===== src/rtl/sr_drv_pkg.sv =====
// Shared types and limits for the SR bank driver.
package sr_drv_pkg;

  typedef enum logic [1:0] {
    IDLE  = 2'd0,
    PULSE = 2'd1,
    GAP   = 2'd2
  } state_t;

  localparam int unsigned MIN_PULSE_CYC = 1;
  localparam int unsigned MIN_GAP_CYC   = 1;

endpackage


===== src/rtl/sr_pulse_timer.sv =====
// Loadable down-counter; done flags the final cycle of a loaded interval.
module sr_pulse_timer #(
  parameter int unsigned W = 2
) (
  input  logic         clk,
  input  logic         reset,
  input  logic         load,
  input  logic [W-1:0] load_val,
  input  logic         count,
  output logic         done
);

  logic [W-1:0] cnt;

  always_ff @(posedge clk) begin
    if (reset) begin
      cnt <= '0;
    end else if (load) begin
      cnt <= load_val;
    end else if (count && (cnt != '0)) begin
      cnt <= cnt - 1'b1;
    end
  end

  assign done = (cnt == W'(1));

endmodule


===== src/rtl/sr_bank_driver.sv =====
// Writer for a bank of SR flops: computes set/clear masks against a shadow,
// issues disjoint timed s/r pulses, then verifies the bank feedback.
module sr_bank_driver
  import sr_drv_pkg::*;
#(
  parameter int unsigned N         = 8,
  parameter int unsigned PULSE_CYC = 2,
  parameter int unsigned GAP_CYC   = 1
) (
  input  logic         clk,
  input  logic         reset,
  input  logic         req_valid,
  input  logic [N-1:0] req_data,
  output logic         req_ready,
  input  logic         clear_all,
  output logic [N-1:0] s,
  output logic [N-1:0] r,
  input  logic [N-1:0] fb_q,
  output logic [N-1:0] q_shadow,
  output logic         busy,
  output logic         err
);

  localparam int unsigned MAXC = (PULSE_CYC > GAP_CYC) ? PULSE_CYC : GAP_CYC;
  localparam int unsigned CW   = $clog2(MAXC + 1);

  if ((N < 1) || (PULSE_CYC < MIN_PULSE_CYC) || (GAP_CYC < MIN_GAP_CYC)) begin : g_param_check
    $error("sr_bank_driver: illegal parameter values");
  end

  state_t         state, nstate;
  logic [N-1:0]   set_m, clr_m, set_c, clr_c, set_nx, clr_nx;
  logic           t_load, t_count, t_done;
  logic [CW-1:0]  t_val;

  assign set_c = req_data & ~q_shadow;
  assign clr_c = ~req_data & q_shadow;

  sr_pulse_timer #(.W(CW)) u_timer (
    .clk      (clk),
    .reset    (reset),
    .load     (t_load),
    .load_val (t_val),
    .count    (t_count),
    .done     (t_done)
  );

  always_ff @(posedge clk) begin
    if (reset) state <= IDLE;
    else       state <= nstate;
  end

  always_comb begin
    nstate = state;
    set_nx = set_m;
    clr_nx = clr_m;
    case (state)
      IDLE: begin
        if (clear_all) begin
          set_nx = '0;
          clr_nx = '1;
          nstate = PULSE;
        end else if (req_valid && ((set_c | clr_c) != '0)) begin
          set_nx = set_c;
          clr_nx = clr_c;
          nstate = PULSE;
        end
      end
      PULSE:   if (t_done) nstate = GAP;
      GAP:     if (t_done) nstate = IDLE;
      default: nstate = IDLE;
    endcase
  end

  always_comb begin
    req_ready = (state == IDLE) && !clear_all;
    busy      = (state != IDLE);
    t_load    = (nstate != state);
    t_count   = busy && !t_load;
    t_val     = (nstate == GAP) ? CW'(GAP_CYC) : CW'(PULSE_CYC);
  end

  // s/r are registered from the next-state view so they line up with PULSE cycles.
  always_ff @(posedge clk) begin
    if (reset) begin
      set_m    <= '0;
      clr_m    <= '0;
      s        <= '0;
      r        <= '0;
      q_shadow <= '0;
      err      <= 1'b0;
    end else begin
      set_m <= set_nx;
      clr_m <= clr_nx;
      s     <= (nstate == PULSE) ? set_nx : '0;
      r     <= (nstate == PULSE) ? clr_nx : '0;
      if ((state == PULSE) && t_done) q_shadow <= (q_shadow | set_m) & ~clr_m;
      if ((state == GAP) && t_done && (fb_q != q_shadow)) err <= 1'b1;
    end
  end

endmodule


===== config.mk =====
export PLATFORM = sky130hd
export DESIGN_NAME = sr_bank_driver
export DESIGN_NICKNAME = d
export VERILOG_FILES = /design/src/rtl/sr_drv_pkg.sv /design/src/rtl/sr_pulse_timer.sv /design/src/rtl/sr_bank_driver.sv
export SDC_FILE = /design/constraint.sdc
export NUM_CORES = 1
export LEC_CHECK = 0
export ABC_AREA = 1
export CAP_MARGIN = 20
export CORE_ASPECT_RATIO = 0.75
export CORE_MARGIN = 2
export CORE_UTILIZATION = 40
export DETAILED_ROUTE_END_ITERATION = 12
export HOLD_SLACK_MARGIN = 0.12
export PLACE_DENSITY = 0.73
export SYNTH_ARGS = -nofsm -noshare
export SYNTH_HDL_FRONTEND = slang
export SYNTH_HIERARCHICAL = 1
export SYNTH_SLANG_ARGS = --single-unit

===== constraint.sdc =====
create_clock -name clk -period 1.6 [get_ports clk]
set_input_delay 0.16 -clock clk [delete_from_list [all_inputs] [get_ports clk]]
set_output_delay 0.16 -clock clk [all_outputs]
set_load 0.02 [all_outputs]

* Yosys cells after proc, flatten, opt, wreduce, memory -nomap -nowiden
Cells that the tools add are included.
Cells by class: reductions and logical operators 15, bitwise gates (word level) 9, $add $sub $neg 1, eq/ne operators 7, multiplexer cells 14
Operators with widths (count):
- 2-to-1 mux 8 bit | 6
- AND 8 bit | 3
- inverter 8 bit | 3
- OR 8 bit | 2
- 2-to-1 mux 2 bit | 7
- != test 8 bit | 1
- nonzero test 8 bit | 1
- logical AND 1 bit | 7
- == test 2 x 1 -> 1 bit (second input constant) | 3
- one-hot mux 2 bit (3 select lines) | 1
- nonzero test 2 bit | 3
- == test 2 bit (second input constant) | 2
- zero test 1 bit | 2
- zero test 2 bit | 1
- != test 2 bit | 1
- OR reduction 2 bit | 1
- subtractor 2 x 1 -> 2 bit (second input constant) | 1
- inverter 1 bit | 1
Word-level totals: word-level logic and storage cells 54, register bits 45

* Logic depth before layout (Yosys ltp)
Gate-level depths: netlist of run 1.
depth in word-level cells 14, mapped depth 15, depth with buffers taken out 15

* Cells and area by module
The synthesis of run 1 kept the hierarchy.
By module, submodules not included:
- sr_bank_driver | instances 1, area each 2197.1 um^2, cells each 319, sequential area each 860.8 um^2
- sr_pulse_timer | instances 1, area each 152.6 um^2, cells each 26, sequential area each 40.0 um^2

* Least setup slack after synthesis of run 1
OpenSTA, ideal clock, no wires.
kind reg2reg, from reg q_shadow[6], to reg u_timer.cnt[0], period minus slack after synthesis 1.699 ns, setup slack -0.099 ns, required time 1.486 ns, arrival 1.585 ns, path buffers 0, stages on the path, launching flop included 13, cell sequence dfxtp_1 -> ha_1 -> nand2_1 -> nor2_1 -> nand2_2 -> nand2_4 -> nand2_1 -> o21bai_1 -> inv_1 -> inv_2 -> nand2_1 -> nor2_1 -> nor2_2
Between the ends: word-level cells in the longest chain between the ends 13, elaborated cells between the ends (all ways) 17, classes of those cells eq/ne: 2; mux: 5; bitwise: 4; reduce/logical: 6
RTL lines:
- start: declaration | RTL line sr_bank_driver.sv:19 | output logic [N-1:0] q_shadow,
- start signal: assignment | RTL line sr_bank_driver.sv:97 | if ((state == PULSE) && t_done) q_shadow <= (q_shadow | set_m) & ~clr_m;
- inverter 8 bit | RTL line sr_bank_driver.sv:36 | assign set_c = req_data & ~q_shadow;
- AND 8 bit | RTL line sr_bank_driver.sv:36
- OR 8 bit * | RTL line sr_bank_driver.sv:63 | end else if (req_valid && ((set_c | clr_c) != '0)) begin
- nonzero test 8 bit * | RTL line sr_bank_driver.sv:63
- logical AND 1 bit * | RTL line sr_bank_driver.sv:63
- 2-to-1 mux 2 bit * | RTL line sr_bank_driver.sv:63
- 2-to-1 mux 2 bit * | RTL line sr_bank_driver.sv:59 | if (clear_all) begin
- one-hot mux 2 bit (3 select lines) * | RTL line sr_bank_driver.sv:57 | case (state)
- != test 2 bit * | RTL line sr_bank_driver.sv:78 | t_load = (nstate != state);
- net t_load | RTL line sr_bank_driver.sv:33 | logic t_load, t_count, t_done;
- zero test 1 bit | RTL line sr_bank_driver.sv:79 | t_count = busy && !t_load;
- logical AND 1 bit | RTL line sr_bank_driver.sv:79
- logical AND 1 bit | RTL line sr_pulse_timer.sv:20 | end else if (count && (cnt != '0)) begin
- nonzero test 2 bit (no source line)
- end signal: assignment | RTL line sr_pulse_timer.sv:19 | cnt <= load_val;
- end signal: assignment | RTL line sr_pulse_timer.sv:21 | cnt <= cnt - 1'b1;
- end: declaration | RTL line sr_pulse_timer.sv:13 | logic [W-1:0] cnt;
Mark *: on every way through the listed nets, which the timed path passes. The rest lies on a longest branch. A chain may end at the register's enable or synchronous reset.

* Final worst setup path of run 1
from reg q_shadow[2], to reg u_timer.cnt[0]
Same word-level chain as after synthesis.

==> flow_metrics.tcl, run 1 <==
set metrics [dict create \
    routed_wl_mm 6.39 \
    dieArea_um2 6510 \
    die_x_um 92.5 \
    utilization 0.610 \
    status "finished with violations" \
    fin_crit_ns 1.67 \
    fin_ws_ns -0.0688 \
    synth_area_um2 2350 \
    grt_max_degree 21 \
    peakVddDrop_mv 0.686 \
    htree_levels 2 \
    critPathRequiredTime_ns 1.79 \
    drive_above_1_share 0.267 \
    grt_pass1_vias 2294 \
    dr.pass1.iters 4 \
    clock_sinks 45 \
    rsz0062_at_grt "true" \
    power_density_nw_per_um2 952 \
    antenna_found_initial 0 \
    grt_use_met1 0.282 \
    io_pins 47 \
    initial_utilization 0.410 \
    die_height_um 70.4 \
    clk_path_buf_depth 2 \
    syn_avg_cell_area_um2 6.81 \
    path_clk_slew_ns 0.09 \
    dp_hpwl_mm 4.62 \
    grt_pass1_wl_mm 10.5 \
    cp_max_fo 4 \
    clkLatencyLatePin_ns 0.30 \
    drcViolationCount 0 \
    setup_viol 21 \
    critPathCaptureType "flip-flop" \
    tritoncts "yes" \
    p_leak_nw 1.58 \
    crit_type "flip-flop to flip-flop" \
    viasPerCell 4.63 \
    layout.nets 457 \
    max_freq_ghz 0.599 \
    finalCritPeriodShare 1.04 \
    grtUsageMet3 0.0388 \
    area_growth_pct 48.9 \
    holdWs_ns 0.448 \
    cts_buffers 5 \
    grt_busiest_layer "met2" \
    num_antenna_cells 0 \
    grtUsageTotal 0.202 \
    vias 2305 \
    drt-initial-drc-count 145 \
    hold_viol_final 0 \
    grt.overflow.total 0 \
    fin_skew_ns 0.0131 \
    relSlewSlack 0.801 \
    root_buffer "clkbuf_8" \
    synthCells 345 \
    drv_slew 0 \
    drv_cap 0 \
    gp_congestion 0.840 \
    wl_per_cell_um 12.8 \
    ys_types 23 \
    dpl_cell_area_um2 3130 \
    rows 24 \
    syn_nets 383 \
    fin_tns_setup_ns -0.587 \
    violations "setup timing" \
    port_buffers 46 \
    synth_warnings 6 \
    drtAntennaViolNets 0 \
    core-area_um2 5740 \
    min_path_type "flip-flop to flip-flop" \
    fin_area_um2 3500 \
    critPathLaunchType "flip-flop" \
    synth-seq-cells 45 \
    postCtsHoldBufs 0 \
    use_met2 0.317 \
    arrival_ns 1.86 \
    yosysSeqAreaShare 0.383 \
    tightestPinTransition_ns 0.298 \
]
-- critical path, stage by stage (launching register included) --
cell and delay, ns:
dfxtp_2 0.35, ha_4 0.27, nand2_4 0.05, nor2_4 0.12
nand2_4 0.07, nand2_4 0.06, nand2_2 0.05, o21bai_1 0.17
inv_2 0.08, inv_2 0.07, nand2_1 0.05, nand2_1 0.07
nand2_1 0.05, nand2_2 0.06, nor2_2 0.03
-- routing by layer --
metal	wire [um]	vias up	part of all wire
li1	-	1195	-
met1	3020	1036	0.47
met2	2900	65	0.45
met3	399	9	0.062
met4	77	0	0.012
met5	0	-	0
-- worst paths after layout --
check                                         startpoint                          end  slack [ns]  depth (start not counted)
worst min-delay path                    err$_SDFFE_PP0P_             err$_SDFFE_PP0P_        0.45                          2
worst max-delay path            q_shadow[2]$_SDFFE_PP0P_  u_timer/cnt[0]$_SDFFE_PP0P_       -0.07                         14
worst min register to register          err$_SDFFE_PP0P_             err$_SDFFE_PP0P_        0.45                          2
worst max register to register  q_shadow[2]$_SDFFE_PP0P_  u_timer/cnt[0]$_SDFFE_PP0P_       -0.07                         14
-- cell families after synthesis --
group | Yosys count | share of synthesized area
and+or+nand+nor | 179 | 0.325
buffers and inverters | 73 | 0.126
DFF | 45 | 0.383
AOI/OAI and AO/OA | 27 | 0.0586
adders and majority gates | 18 | 0.0958
xor gates and xnor gates | 3 | 0.0112
-- cells in the final DEF (no fill, tap or decap) --
cell type	instances
a21oi_1	17
buf_12	1
buf_4	30
clkbuf_16	1
clkbuf_8	7
clkdlybuf4s50_1	35
clkinv_2	1
dfxtp_1	37
dfxtp_2	4
dfxtp_4	4
dlygate4sd2_1	11
ha_1	10
ha_4	8
inv_1	55
inv_2	6
inv_4	1
nand2_1	54
nand2_2	14
nand2_4	6
nand3_1	29
nand3_2	6
nor2_1	46
nor2_2	14
nor2_4	8
nor2_8	1
nor3_1	1
o21ai_0	8
o21ai_1	1
o21bai_1	1
xnor2_1	3
-- power by group --
part	internal (mW)	switching (mW)
clock network	0.391	0.378
logic	0.503	0.733
registers	1.25	0.0725
total	2.15	1.18
-- layout make-up --
cell class	count	area, um^2
clock buffer	7	96.3
fill	504	2240
clock inverter	1	5.00
tap	78	97.6
inverter	62	235
timing repair buffer	78	717
multi-input combinational	227	1430
sequential	45	921
-- synthesized netlist by cell type --
library cell	n	share of area
buf_4	1	0.0032
inv_2	1	0.0016
nand3_1	35	0.075
o21bai_1	1	0.0032
nand2_1	69	0.11
nor3_1	1	0.0021
o21ai_0	9	0.019
nor2_4	1	0.0048
clkbuf_1	3	0.0048
ha_1	18	0.096
nand2_2	4	0.011
buf_2	4	0.0085
nor2_1	65	0.10
inv_1	60	0.096
dfxtp_1	45	0.38
nand2_4	1	0.0048
xnor2_1	3	0.011
a21oi_1	17	0.036
nor2_2	2	0.0053
nor2_8	1	0.0085
buf_8	1	0.0064
inv_4	1	0.0027
buf_1	2	0.0032
-- per-stage QoR --
step	cells	setup slack (ns)	total power, mW
3_3_place_gp	486	-0.417	2.39
4_1_cts	498	-0.0310	3.19
6_report	498	-0.0688	3.33
5_1_grt	498	-0.171	3.56
2_1_floorplan	345	-0.0400	2.02
3_5_place_dp	486	-0.471	2.42
-- repair_timing --
item                       CTS  global route
hold endpoints to repair     0             0
gates cloned                 0             1
pin swaps                    8            20
gates resized for setup     22            49
buffers inserted             4             0
setup endpoints to repair   33            35
-- registers in the layout, summed over array words and instances, names as in the netlist --
name,cells
set_m,8
q_shadow,8
u_timer/cnt,2
r,8
clr_m,8
err,1
state,2
s,8
No activity file was read; power rests on OpenSTA's default activity.
==> run 2: changes to the inputs <==
--- a/config.mk
+++ b/config.mk
@@ -5,14 +5,14 @@
 export SDC_FILE = /design/constraint.sdc
 export NUM_CORES = 1
 export LEC_CHECK = 0
-export ABC_AREA = 1
 export CAP_MARGIN = 20
 export CORE_ASPECT_RATIO = 0.75
 export CORE_MARGIN = 2
 export CORE_UTILIZATION = 40
 export DETAILED_ROUTE_END_ITERATION = 12
+export DONT_BUFFER_PORTS = 1
 export HOLD_SLACK_MARGIN = 0.12
-export PLACE_DENSITY = 0.73
+export PLACE_DENSITY = 0.6
 export SYNTH_ARGS = -nofsm -noshare
 export SYNTH_HDL_FRONTEND = slang
 export SYNTH_HIERARCHICAL = 1
==> constraint.sdc (replaced) <==
create_clock -name clk -period 1.7 [get_ports clk]
set_input_delay 0.17 -clock clk [delete_from_list [all_inputs] [get_ports clk]]
set_output_delay 0.17 -clock clk [all_outputs]
set_load 0.02 [all_outputs]
==> run 2 against run 1 <==
Cell count is 46% lower. Fmax rose by 2.1%. Wire length shrank 23%. The run now ends clean. Die area down 11%. Global-route usage decreased by 1.6 points. Critical path type unchanged.
==> flow_metrics.tcl, run 2 <==
set metrics [dict create \
    antenna_found_initial 0 \
    clk_path_buf_depth 2 \
    synth_xor_xnor_area_share 0.0423 \
    ys_types 41 \
    synth_warnings 6 \
    synth_ff_type "dfxtp_1" \
    grt_busiest_layer "met2" \
    synth_edf_count 0 \
    synth_area_um2 2070 \
    drt-initial-drc-count 80 \
    layout.nets 246 \
    cp_max_fo 8 \
    use_met2 0.308 \
    yosysSeqAreaShare 0.435 \
    grt_max_degree 20 \
    drcViolationCount 0 \
    final_cells 269 \
    grt_pass1_vias 1591 \
    dr.pass1.iters 4 \
    grtUsageMet3 0.0774 \
    crit_type "flip-flop to flip-flop" \
    grtUsageTotal 0.185 \
    final_cell_mix "dfxtp_1, nor2_1, inv_1" \
    dieArea_um2 5780 \
    die_x_um 87.1 \
    fin_skew_ns 0.00269 \
    drtAntennaViolNets 0 \
    finalCritPeriodShare 0.961 \
    yosysTopAreaCell "dfxtp_1" \
    routed_wl_mm 4.93 \
    dpl_cell_area_um2 2280 \
    critPathRequiredTime_ns 1.89 \
    area_growth_pct 17.9 \
    grt.overflow.total 0 \
    grt_use_met1 0.226 \
    drv_cap 0 \
    syn_avg_cell_area_um2 10.6 \
    dp_hpwl_mm 3.72 \
    multi_input_area_um2 1130 \
    cp_slowest_cell "dfxtp_2" \
    root_buffer "clkbuf_8" \
    path_clk_slew_ns 0.08 \
    final_common_cell "dfxtp_1" \
    fin_area_um2 2440 \
    synth_top_family_by_area "compound AO/OA/AOI/OAI gates" \
    crit_path_cell_trace "ha_4 > nand4_4 > o21ai_2 > o32a_1 > buf_4 > nor2_1" \
    drv_slew 0 \
    vias 1526 \
    fin_tns_setup_ns 0 \
    core-area_um2 4950 \
    drive_above_1_share 0.278 \
    relSlewSlack 0.458 \
    p_leak_nw 0.969 \
    arrival_ns 1.82 \
    synth-seq-cells 45 \
    tightestPinTransition_ns 0.811 \
    rows 22 \
    critPathCaptureType "flip-flop" \
    total_power_mw 2.94 \
    viasPerCell 5.67 \
    synthCells 196 \
    grt_pass1_wl_mm 8.07 \
    synth_top_area_share 0.435 \
    gp_congestion 0.775 \
    min_path_type "primary input to flip-flop" \
    yosys.area_share.adder 0.109 \
    place_inst 260 \
    clock_sinks 45 \
    max_stage_delay_ns 0.35 \
    yosysMostFrequentCell "dfxtp_1" \
    syn_nets 234 \
    yosys.area_share.simple 0.109 \
    setup_viol 0 \
    fin_crit_ns 1.63 \
    peakVddDrop_mv 0.538 \
    clkLatencyLatePin_ns 0.29 \
    max_freq_ghz 0.612 \
    critical-path-top-delay-family "compound AO/OA/AOI/OAI gates" \
    rsz0062_at_grt "false" \
    wl_per_cell_um 18.3 \
    io_pins 47 \
    n_fill_cell 452 \
    synth_common_cells "dfxtp_1, nor2_1, inv_1, ha_1, a21oi_1" \
    seqCellArea_um2 911 \
    status "finished clean" \
    initial_utilization 0.418 \
    htree_levels 2 \
    cts_buffers 5 \
    synth-compound-area-share 0.227 \
    synthMuxAreaShare 0 \
    tritoncts "yes" \
    die_height_um 66.3 \
    critPathLaunchType "flip-flop" \
    critical_path_buf_inv_count 1 \
    async_reset_ff_frac 0 \
    num_antenna_cells 0 \
    yosys-top-cells-area "dfxtp_1, ha_1, o221a_1" \
    port_buffers 0 \
    hold_viol_final 0 \
    power_density_nw_per_um2 1200 \
]
run 2: cell count changes in the layout (fill, tap and decap cells not counted), moves of 8 or more:
| cell | delta |
|---|---|
| nand2_1 | -50 |
| o221a_1 | +10 |
| buf_4 | -17 |
| inv_1 | -35 |
| o21ai_0 | -8 |
| clkdlybuf4s50_1 | -35 |
| nor2_2 | -13 |
| nand3_1 | -29 |
| xor2_1 | +8 |
| nand2_2 | -14 |
| nor2_1 | -24 |
| dlygate4sd2_1 | -11 |
| a211oi_1 | +9 |
run 2: per-stage QoR:
step	setup WS, ns	hold WS, ns	utilization
CTS	0.0332	0.164	0.490
finish	0.0655	0.171	0.493
global placement	0.00367	0.237	0.460
global route	0.000693	0.170	0.493
detailed placement	-0.0739	0.241	0.460
floorplan	0.0125	0.235	-
run 2: repair_timing:
action,CTS,global route
pin swaps,0,0
gates resized for setup,1,4
endpoints found under the setup margin,16,21
hold buffers,1,0
hold endpoints to repair,19,0
buffers inserted,0,0
run 2: path summary, 6_finish.rpt:
check,start,end,slack [ns],cells after the start
max reg2reg,q_shadow[6]$_SDFFE_PP0P_,s[6]$_SDFF_PP0_,0.07,6
min,req_valid,u_timer/cnt[1]$_SDFFE_PP0P_,0.17,4
max,q_shadow[6]$_SDFFE_PP0P_,s[6]$_SDFF_PP0_,0.07,6
min reg2reg,clr_m[5]$_SDFF_PP0_,q_shadow[5]$_SDFFE_PP0P_,0.47,1
run 2: cell type report:
| class | count | share of cell area |
|---|---|---|
| clock inverters | 3 | 0.0266 |
| multi-input cells | 119 | 0.461 |
| clock buffers | 5 | 0.0282 |
| well taps | 60 | 0.0307 |
| inverters | 23 | 0.0364 |
| repair buffers | 14 | 0.0440 |
| flip-flops and latches | 45 | 0.373 |
run 2: kinds of logic (layout without fill, tap and decap cells):
| kind of cell | Yosys count | in the layout |
|---|---|---|
| buffers and inverters | 32 | 45 |
| adders and majority gates | 18 | 18 |
| AOI/OAI and AO/OA | 53 | 53 |
| and+or+nand+nor | 38 | 38 |
| DFF | 45 | 45 |
| xor gates and xnor gates | 10 | 10 |
run 2: layer usage:
| metal | up-vias | part of all wire |
|---|---|---|
| met5 | - | 0 |
| met4 | 0 | 0.0016 |
| met3 | 2 | 0.084 |
| met2 | 55 | 0.49 |
| met1 | 745 | 0.43 |
| li1 | 724 | - |
run 2: where the power goes:
part	internal, mW	total [mW]	switching (mW)
Sequential	1.19	1.37	0.179
Clock	0.584	0.947	0.363
Combinational	0.266	0.625	0.359
run 2: tightest hold or removal path: cells and delay by family:
family,cells,cell delay [ns]
AO/OA/AOI/OAI,3,0.19
AND/OR/NAND/NOR,1,0.06
==> run 3: changes to the inputs <==
--- a/config.mk
+++ b/config.mk
@@ -17,3 +17,4 @@
 export SYNTH_HDL_FRONTEND = slang
 export SYNTH_HIERARCHICAL = 1
 export SYNTH_SLANG_ARGS = --single-unit
+export TNS_END_PERCENT = 50
==> results of run 3 <==
Final layout, timing and power as in run 2 (identical DEF).
